File: src/rtl/button_event_arbiter_pkg.sv
// Shared types and helpers for the button event arbiter: FSM state encoding and a
// constant-foldable clog2 used to validate the event code width.
package button_event_arbiter_pkg;

    typedef enum logic [1:0] {
        StIdle = 2'b00,
        StSend = 2'b01,
        StGap  = 2'b10
    } state_e;

    function automatic int unsigned clog2(input int unsigned value);
        int unsigned result;
        result = 0;
        for (int unsigned v = value - 1; v > 0; v = v >> 1) begin
            result++;
        end
        return result;
    endfunction

endpackage

File: src/rtl/button_event_arbiter_rr_arbiter.sv
// Combinational round-robin picker: returns the first set request at or after ptr,
// wrapping around to the lowest index when nothing at or above ptr is requesting.
module button_event_arbiter_rr_arbiter #(
    parameter int unsigned N_CH   = 4,
    parameter int unsigned CODE_W = 2
) (
    input  logic [N_CH-1:0]   req,
    input  logic [CODE_W-1:0] ptr,
    output logic              gnt_any,
    output logic [CODE_W-1:0] gnt_idx
);

    logic              hi_any;
    logic [CODE_W-1:0] hi_idx;
    logic              lo_any;
    logic [CODE_W-1:0] lo_idx;

    // Scan downwards so the last hit written is the lowest index in each half.
    always_comb begin
        hi_any = 1'b0;
        hi_idx = '0;
        lo_any = 1'b0;
        lo_idx = '0;
        for (int i = N_CH - 1; i >= 0; i--) begin
            if (req[i]) begin
                lo_any = 1'b1;
                lo_idx = CODE_W'(i);
                if (i >= int'(ptr)) begin
                    hi_any = 1'b1;
                    hi_idx = CODE_W'(i);
                end
            end
        end
    end

    always_comb begin
        gnt_any = lo_any;
        gnt_idx = hi_any ? hi_idx : lo_idx;
    end

endmodule

File: src/rtl/button_event_arbiter.sv
// Serialises per-channel event pulses onto one valid/ready port with round-robin
// fairness, a minimum inter-event gap and sticky per-channel overrun flags.
module button_event_arbiter
    import button_event_arbiter_pkg::*;
#(
    parameter int unsigned N_CH       = 4,
    parameter int unsigned CODE_W     = 2,
    parameter int unsigned GAP_W      = 16,
    parameter int unsigned GAP_CYCLES = 100
) (
    input  logic              clk,
    input  logic              reset,
    input  logic [N_CH-1:0]   pulse_in,
    input  logic              ev_ready,
    input  logic              ovr_clr,
    output logic              ev_valid,
    output logic [CODE_W-1:0] ev_code,
    output logic [N_CH-1:0]   ovr,
    output logic              busy
);

    if (CODE_W < clog2(N_CH)) begin : g_code_w_check
        $error("CODE_W is too narrow to encode N_CH channels");
    end

    localparam logic [GAP_W-1:0] GapLoad = (GAP_CYCLES == 0) ? '0 : GAP_W'(GAP_CYCLES - 1);

    state_e            state_q, state_d;
    logic [N_CH-1:0]   pend_q, pend_d;
    logic [N_CH-1:0]   ovr_q, ovr_d;
    logic [CODE_W-1:0] ptr_q, ptr_d;
    logic [CODE_W-1:0] code_q, code_d;
    logic [GAP_W-1:0]  cnt_q, cnt_d;

    logic [N_CH-1:0]   pend_eff;
    logic              gnt_any;
    logic [CODE_W-1:0] gnt_idx;
    logic [N_CH-1:0]   gnt_vec;
    logic [CODE_W-1:0] ptr_next;

    assign pend_eff = pend_q | pulse_in;

    button_event_arbiter_rr_arbiter #(
        .N_CH   (N_CH),
        .CODE_W (CODE_W)
    ) u_rr_arbiter (
        .req     (pend_eff),
        .ptr     (ptr_q),
        .gnt_any (gnt_any),
        .gnt_idx (gnt_idx)
    );

    always_comb begin
        gnt_vec = '0;
        for (int i = 0; i < N_CH; i++) begin
            gnt_vec[i] = (state_q == StIdle) && gnt_any && (gnt_idx == CODE_W'(i));
        end
        ptr_next = (code_q == CODE_W'(N_CH - 1)) ? '0 : code_q + 1'b1;
    end

    // A granted channel stays pending only if a fresh pulse lands on it the same cycle.
    always_comb begin
        pend_d = (pend_eff & ~gnt_vec) | (pend_q & pulse_in);
        ovr_d  = (ovr_clr ? '0 : ovr_q) | (pulse_in & pend_q & ~gnt_vec);
    end

    always_ff @(posedge clk) begin
        if (reset) begin
            state_q <= StIdle;
            pend_q  <= '0;
            ovr_q   <= '0;
            ptr_q   <= '0;
            code_q  <= '0;
            cnt_q   <= '0;
        end else begin
            state_q <= state_d;
            pend_q  <= pend_d;
            ovr_q   <= ovr_d;
            ptr_q   <= ptr_d;
            code_q  <= code_d;
            cnt_q   <= cnt_d;
        end
    end

    always_comb begin
        state_d = state_q;
        ptr_d   = ptr_q;
        code_d  = code_q;
        cnt_d   = cnt_q;
        case (state_q)
            StIdle: begin
                if (gnt_any) begin
                    code_d  = gnt_idx;
                    state_d = StSend;
                end
            end
            StSend: begin
                if (ev_ready) begin
                    ptr_d = ptr_next;
                    if (GAP_CYCLES == 0) begin
                        state_d = StIdle;
                    end else begin
                        cnt_d   = GapLoad;
                        state_d = StGap;
                    end
                end
            end
            StGap: begin
                if (cnt_q == '0) begin
                    state_d = StIdle;
                end else begin
                    cnt_d = cnt_q - 1'b1;
                end
            end
            default: state_d = StIdle;
        endcase
    end

    always_comb begin
        ev_valid = (state_q == StSend);
        busy     = (state_q != StIdle);
        ev_code  = code_q;
        ovr      = ovr_q;
    end

endmodule

File: config.mk
export PLATFORM = sky130hd
export DESIGN_NAME = button_event_arbiter
export DESIGN_NICKNAME = d
export VERILOG_FILES = /design/src/rtl/button_event_arbiter_pkg.sv /design/src/rtl/button_event_arbiter_rr_arbiter.sv /design/src/rtl/button_event_arbiter.sv
export SDC_FILE = /design/constraint.sdc
export NUM_CORES = 1
export LEC_CHECK = 0
export CORE_MARGIN = 3
export CORE_UTILIZATION = 35
export CTS_CLUSTER_DIAMETER = 200
export DETAILED_ROUTE_END_ITERATION = 10
export PLACE_DENSITY_LB_ADDON = 0.12
export SKIP_CTS_REPAIR_TIMING = 1
export SLEW_MARGIN = 20
export SYNTH_ARGS = -nofsm -noshare
export SYNTH_HDL_FRONTEND = slang
export SYNTH_SLANG_ARGS = --single-unit
File: constraint.sdc
create_clock -name clk -period 2.5 [get_ports clk]
set_clock_uncertainty 0.05 [all_clocks]
set_input_delay 0.5 -clock clk [delete_from_list [all_inputs] [get_ports clk]]
set_output_delay 0.5 -clock clk [all_outputs]
set_load 0.02 [all_outputs]
Word level (Yosys, flattened, before mapping)
Cells that the tools add are included.
{ "totals": {"rom_bits": 0, "latchBits": 0, "n_memories": 0, "mem_bits_rw": 0, "regBits": 30, "input_bits": 8, "output_inout_bits": 8, "word_cells": 72} }
{ "op_classes": {"shifts": 0, "reduce_logical": 14, "bitwise_logic": 7, "add_sub_neg": 2, "n_mul": 0, "n_lt_le_gt_ge": 3, "mux": 30, "eq_ne": 10, "div": 0} }
{ "ops": {"columns": ["operator", "count"], "rows": [
  ["16-bit two-way mux", 2],
  ["16-bit one-hot mux with 2 select lines", 1],
  ["2-bit two-way mux", 15],
  ["16-bit logical NOT", 1],
  ["16-bit by 1-bit subtractor with 16-bit output (second input constant)", 1],
  ["4-bit bitwise AND", 3],
  ["4-bit OR", 3],
  ["1-bit two-way mux", 10],
  ["2-bit == test (second input constant)", 4],
  ["2-bit != test (second input constant)", 4],
  ["2-bit one-hot mux with 3 select lines", 1],
  ["3-bit AND reduction", 2],
  ["1-bit logical AND", 5],
  ["2-bit by 1-bit == test with 1-bit output (second input constant)", 2],
  ["1-bit by 2-bit greater-or-equal comparator with 1-bit output (first input constant)", 2],
  ["2-bit logical NOT", 2],
  ["4-bit two-way mux", 1],
  ["4-bit NOT", 1],
  ["2-bit AND reduction", 2],
  ["2-bit nonzero test", 2],
  ["2-bit by 1-bit adder with 2-bit output (second input constant)", 1],
  ["2-bit greater-or-equal comparator (first input constant)", 1]
]} }

Depth between registers and ports, before layout
{ "depth": {"ltp_word": 14, "ltp_mapped": 8, "mapped_depth_nobuf": 7} }

By module
Synthesis repeated with hierarchy kept, for this count alone.
{ "unflattened": {"cells_unflattened": 182, "area_unflattened_um2": 1520.2} }
{ "modules_own_cells": {"columns": ["mod", "cells_per_inst", "seq_area_each_um2", "instances", "area_each_um2"], "rows": [
  ["button_event_arbiter", 171, 600.6, 1, 1448.9],
  ["button_event_arbiter_rr_arbiter", 11, 0.0, 1, 71.3]
]} }

Worst setup path after synthesis
No wires, ideal clock.
{ "synth_timing": {"kind": "reg2reg", "from": "reg cnt_q[0]", "to": "reg cnt_q[15]", "required_time_ns": 2.322, "t_arrival_ns": 1.808, "setup_ns": 0.128, "slack_ns": 0.514, "synth_period_minus_slack_ns": 1.986, "stages_incl_launch_ff": 9, "path_buffers": 1, "cell_sequence": "dfxtp_1 > inv_1 > ha_1 > or4b_1 > or4_1 > buf_2 > nand4_1 > xor2_1 > nor2_1"} }
{ "synth_via": {"elab_chain_len": 3, "word_cells_on_any_way": 6, "cone_classes": "add/sub (1); eq/ne (1); mux (2); reduce/logical (2)"} }
{ "synth_rtl": {"columns": ["item", "line", "rtl"], "rows": [
  ["from (decl)", "button_event_arbiter.sv:33", "logic [GAP_W-1:0] cnt_q, cnt_d;"],
  ["from (signal assigned)", "button_event_arbiter.sv:81", "cnt_q <= cnt_d;"],
  ["16-bit by 1-bit subtractor with 16-bit output or 16-bit logical NOT (tied branches)", "button_event_arbiter.sv:112, button_event_arbiter.sv:109", null],
  ["16-bit two-way mux or 2-bit != test (tied branches)", null, null],
  ["16-bit one-hot mux with 2 select lines or 3-bit AND reduction (tied branches)", null, null]
]} }
Several ways; a longest one is shown, not always the timed one. The select of a mux whose other input is x is not followed.
A chain may end at the register's enable or synchronous reset.

Final worst setup path
{ "layout_timing": {"from": "reg cnt_q[0]", "to": "reg cnt_q[14]"} }
Same word-level chain as after synthesis.

==> flow_metrics.tcl <==
set metrics [dict create \
    highest_layer "met4" \
    required_ns 2.60 \
    rsz0062_at_grt "false" \
    synthMuxAreaShare_pct 0.649 \
    crit_type "flip-flop to flip-flop" \
    path_max_fanout 6 \
    core.rowCount 23 \
    cts_made_buffers 5 \
    ys_seq_elements 30 \
    diodes 0 \
    yosysWarnings 0 \
    finalNetCount 212 \
    final_antenna_net_count 0 \
    route.met2.wl_mm 1.50 \
    tightest_slew_ns 0.708 \
    reg2reg_slack_ns 0.30 \
    drv_cap 0 \
    synth_compound_area_share_pct 19.7 \
    die_h_um 72.4 \
    relSlewSlack_pct 52.6 \
    critical_path_depth 7 \
    cts.clk_slew.worst_paths_ns 0.06 \
    worstPathArrival_ns 2.30 \
    p_switching_w 0.000498 \
    place_congestion 0.810 \
    dieWidth_um 72.4 \
    routed_wl_mm 3.51 \
    path_buf_inv 1 \
    cts_tree "built" \
    grt_pass1_wl_mm 6.15 \
    fmax_mhz 454 \
    ys.flop_type "dfxtp_1" \
    initial_core_util_pct 37.5 \
    holdWs_ns 0.403 \
    power_frac_clock_pct 25.5 \
    critPathCaptureType "flip-flop" \
    cp_cell_sequence "inv_1 > ha_1 > or4b_1 > or4_1 > nand4_1 > xor2_1 > nor2_1" \
    synthArstFlopShare_pct 0 \
    wl_met3_um 178 \
    hold_class "flip-flop to flip-flop" \
    p_leak_nw 0.647 \
    grt-ovfl-total 0 \
    min_path_cells 2 \
    vias_per_cell 5.58 \
    synth_area_um2 1540 \
    grt_pass1_vias 1388 \
    dieArea_um2 5240 \
    layout_min_cycle_time_ns 2.20 \
    io_buffers 15 \
    grt_max_degree 20 \
    critPathTopFamily "simple AND/OR/NAND/NOR gates" \
    synthCells 182 \
    slowest_delay_ns 0.54 \
    final_util_pct 44.5 \
    synthSimpleGateAreaFrac_pct 29.1 \
    clockBufferDepth 2 \
    cp-start-kind "flip-flop" \
    p_int_w 0.000921 \
    setup_viol 0 \
    synth_xor_area_share_pct 6.82 \
    track_usage_pct 14.8 \
    netSwitchingFraction_pct 35.1 \
    area_delta_synth_final_pct 18.8 \
    hpwl_mm 2.58 \
    dr.pass1.iters 4 \
    worst_r2r_path_depth 7 \
    grt_antenna_before_repair 0 \
    hold_viol_final 0 \
    synth_top_family_by_area "simple AND/OR/NAND/NOR gates" \
    ys_types 42 \
    slowest_stage "or4_1" \
    drive_gt1_share_pct 10.9 \
    cts_root_buffer "clkbuf_8" \
    synth_edf_count 0 \
    wire_per_inst_um 14.0 \
    vias 1401 \
    pwr-share-comb_pct 33.1 \
    syn_area_per_cell_um2 8.47 \
    status "finished, final reports clean" \
    slew_violations 0 \
    syn-num-nets 193 \
    peakVddDrop_uv 347 \
    seq_power_share_pct 41.5 \
    core_area_um2 4120 \
    tns_ns 0 \
    drc 0 \
    fin_crit_sh_pct 88.2 \
    synthAdderAreaFrac_pct 2.44 \
    synth-seq-area-share_pct 39.0 \
    drtIter0Drc 74 \
    wl_met1_mm 1.77 \
    htree_levels 2 \
    p_per_area_nw_per_um2 774 \
    pin_count 16 \
    clk_latency_ns 0.28 \
    cts_num_sinks 30 \
]
-- synthesized netlist by cell type, drive strengths merged, types with 2 or more instances --
cell type  number  area [um2]
nor4b           2        17.5
o211ai          3        22.5
o21bai          2        15.0
inv             3        11.3
dfxtp          30         601
or4             6        52.6
nand2          10        37.5
ha              3        37.5
nand3b          2        15.0
nand2b          3        18.8
nor2           31         119
nand3           5        25.0
a31oi           4        25.0
or2             4        25.0
nor3           11        55.1
a211oi          8        72.6
o2111ai         2        17.5
a21oi          10        50.1
nor4            3        25.0
xor2            6        52.6
o21ai           2        10.0
nor2b           2        12.5
o31ai           4        30.0
nand4           3        18.8
xnor2           6        52.6
clkbuf          5        18.8
-- power groups by stage --
stage / registers, W / clock network [W] / logic [W]
2_1_floorplan: 0.000590 / 0 / 0.000345
3_3_place_gp: 0.000597 / 0 / 0.000460
3_5_place_dp: 0.000597 / 0 / 0.000465
4_1_cts: 0.000587 / 0.000380 / 0.000467
5_1_grt: 0.000597 / 0.000394 / 0.000524
6_report: 0.000588 / 0.000361 / 0.000469
-- sequential cells by signal, indices dropped and copies added (netlist names) --
signal   cells
cnt_q       16
ev_code      2
ovr          4
pend_q       4
ptr_q        2
state_q      2
-- worst register-to-register path: cells and delay by family (launching register included) --
kind / cells / cell delay (ns)
AND/OR/NAND/NOR: 4 / 1.24
flip-flops: 1 / 0.36
adder cells (fa/ha/maj): 1 / 0.17
XOR/XNOR: 1 / 0.15
buffers and inverters: 1 / 0.10
-- path summary, 6_finish.rpt --
path | start | to
min reg2reg | ovr[1]$_SDFF_PP0_ | ovr[1]$_SDFF_PP0_
min | ovr[1]$_SDFF_PP0_ | ovr[1]$_SDFF_PP0_
max reg2reg | cnt_q[0]$_SDFFE_PP0P_ | cnt_q[14]$_SDFFE_PP0P_
max | cnt_q[0]$_SDFFE_PP0P_ | cnt_q[14]$_SDFFE_PP0P_
-- stage by stage --
step	power, W	setup slack [ns]	cell area [um2]	cells
after floorplan	0.000936	0.514	1540	182
after global placement	0.00106	0.201	1750	244
after detailed placement	0.00106	0.0914	1750	244
after CTS	0.00143	0.289	1830	251
after global routing	0.00152	0.137	1830	251
final	0.00142	0.296	1830	251
-- routing by layer --
metal	vias to the layer above	track usage, %
met3	8	4.43
met1	646	20.4
met2	39	21.4
li1	708	-
met4	0	6.26
met5	-	0
-- cell families after synthesis --
family | Yosys count
AND/OR/NAND/NOR | 85
AO/OA/AOI/OAI | 42
flip-flops | 30
XOR/XNOR | 12
buffers and inverters | 9
adder cells (fa/ha/maj) | 3
multiplexers | 1
-- cells in the final DEF (no fill, tap or decap), drive strengths merged, types with 4 or more instances in the layout --
cell type	count
nor3	11
a211oi	8
a31oi	4
clkbuf	5
xor2	6
a21oi	10
nand2	10
or2	4
xnor2	6
nand3	5
clkdlybuf4s50	15
o31ai	4
nor2	31
dfxtp	30
or4	6
-- final cells by class --
class | instances | area (um2)
fill | 420 | 2280
multi-input combinational | 143 | 906
sequential | 30 | 601
timing repair buffer | 18 | 173
clock buffer | 5 | 68.8
tap | 50 | 62.6
inverter | 3 | 11.3
clock inverter | 2 | 10.0
No activity file was read; power rests on OpenSTA's default activity.
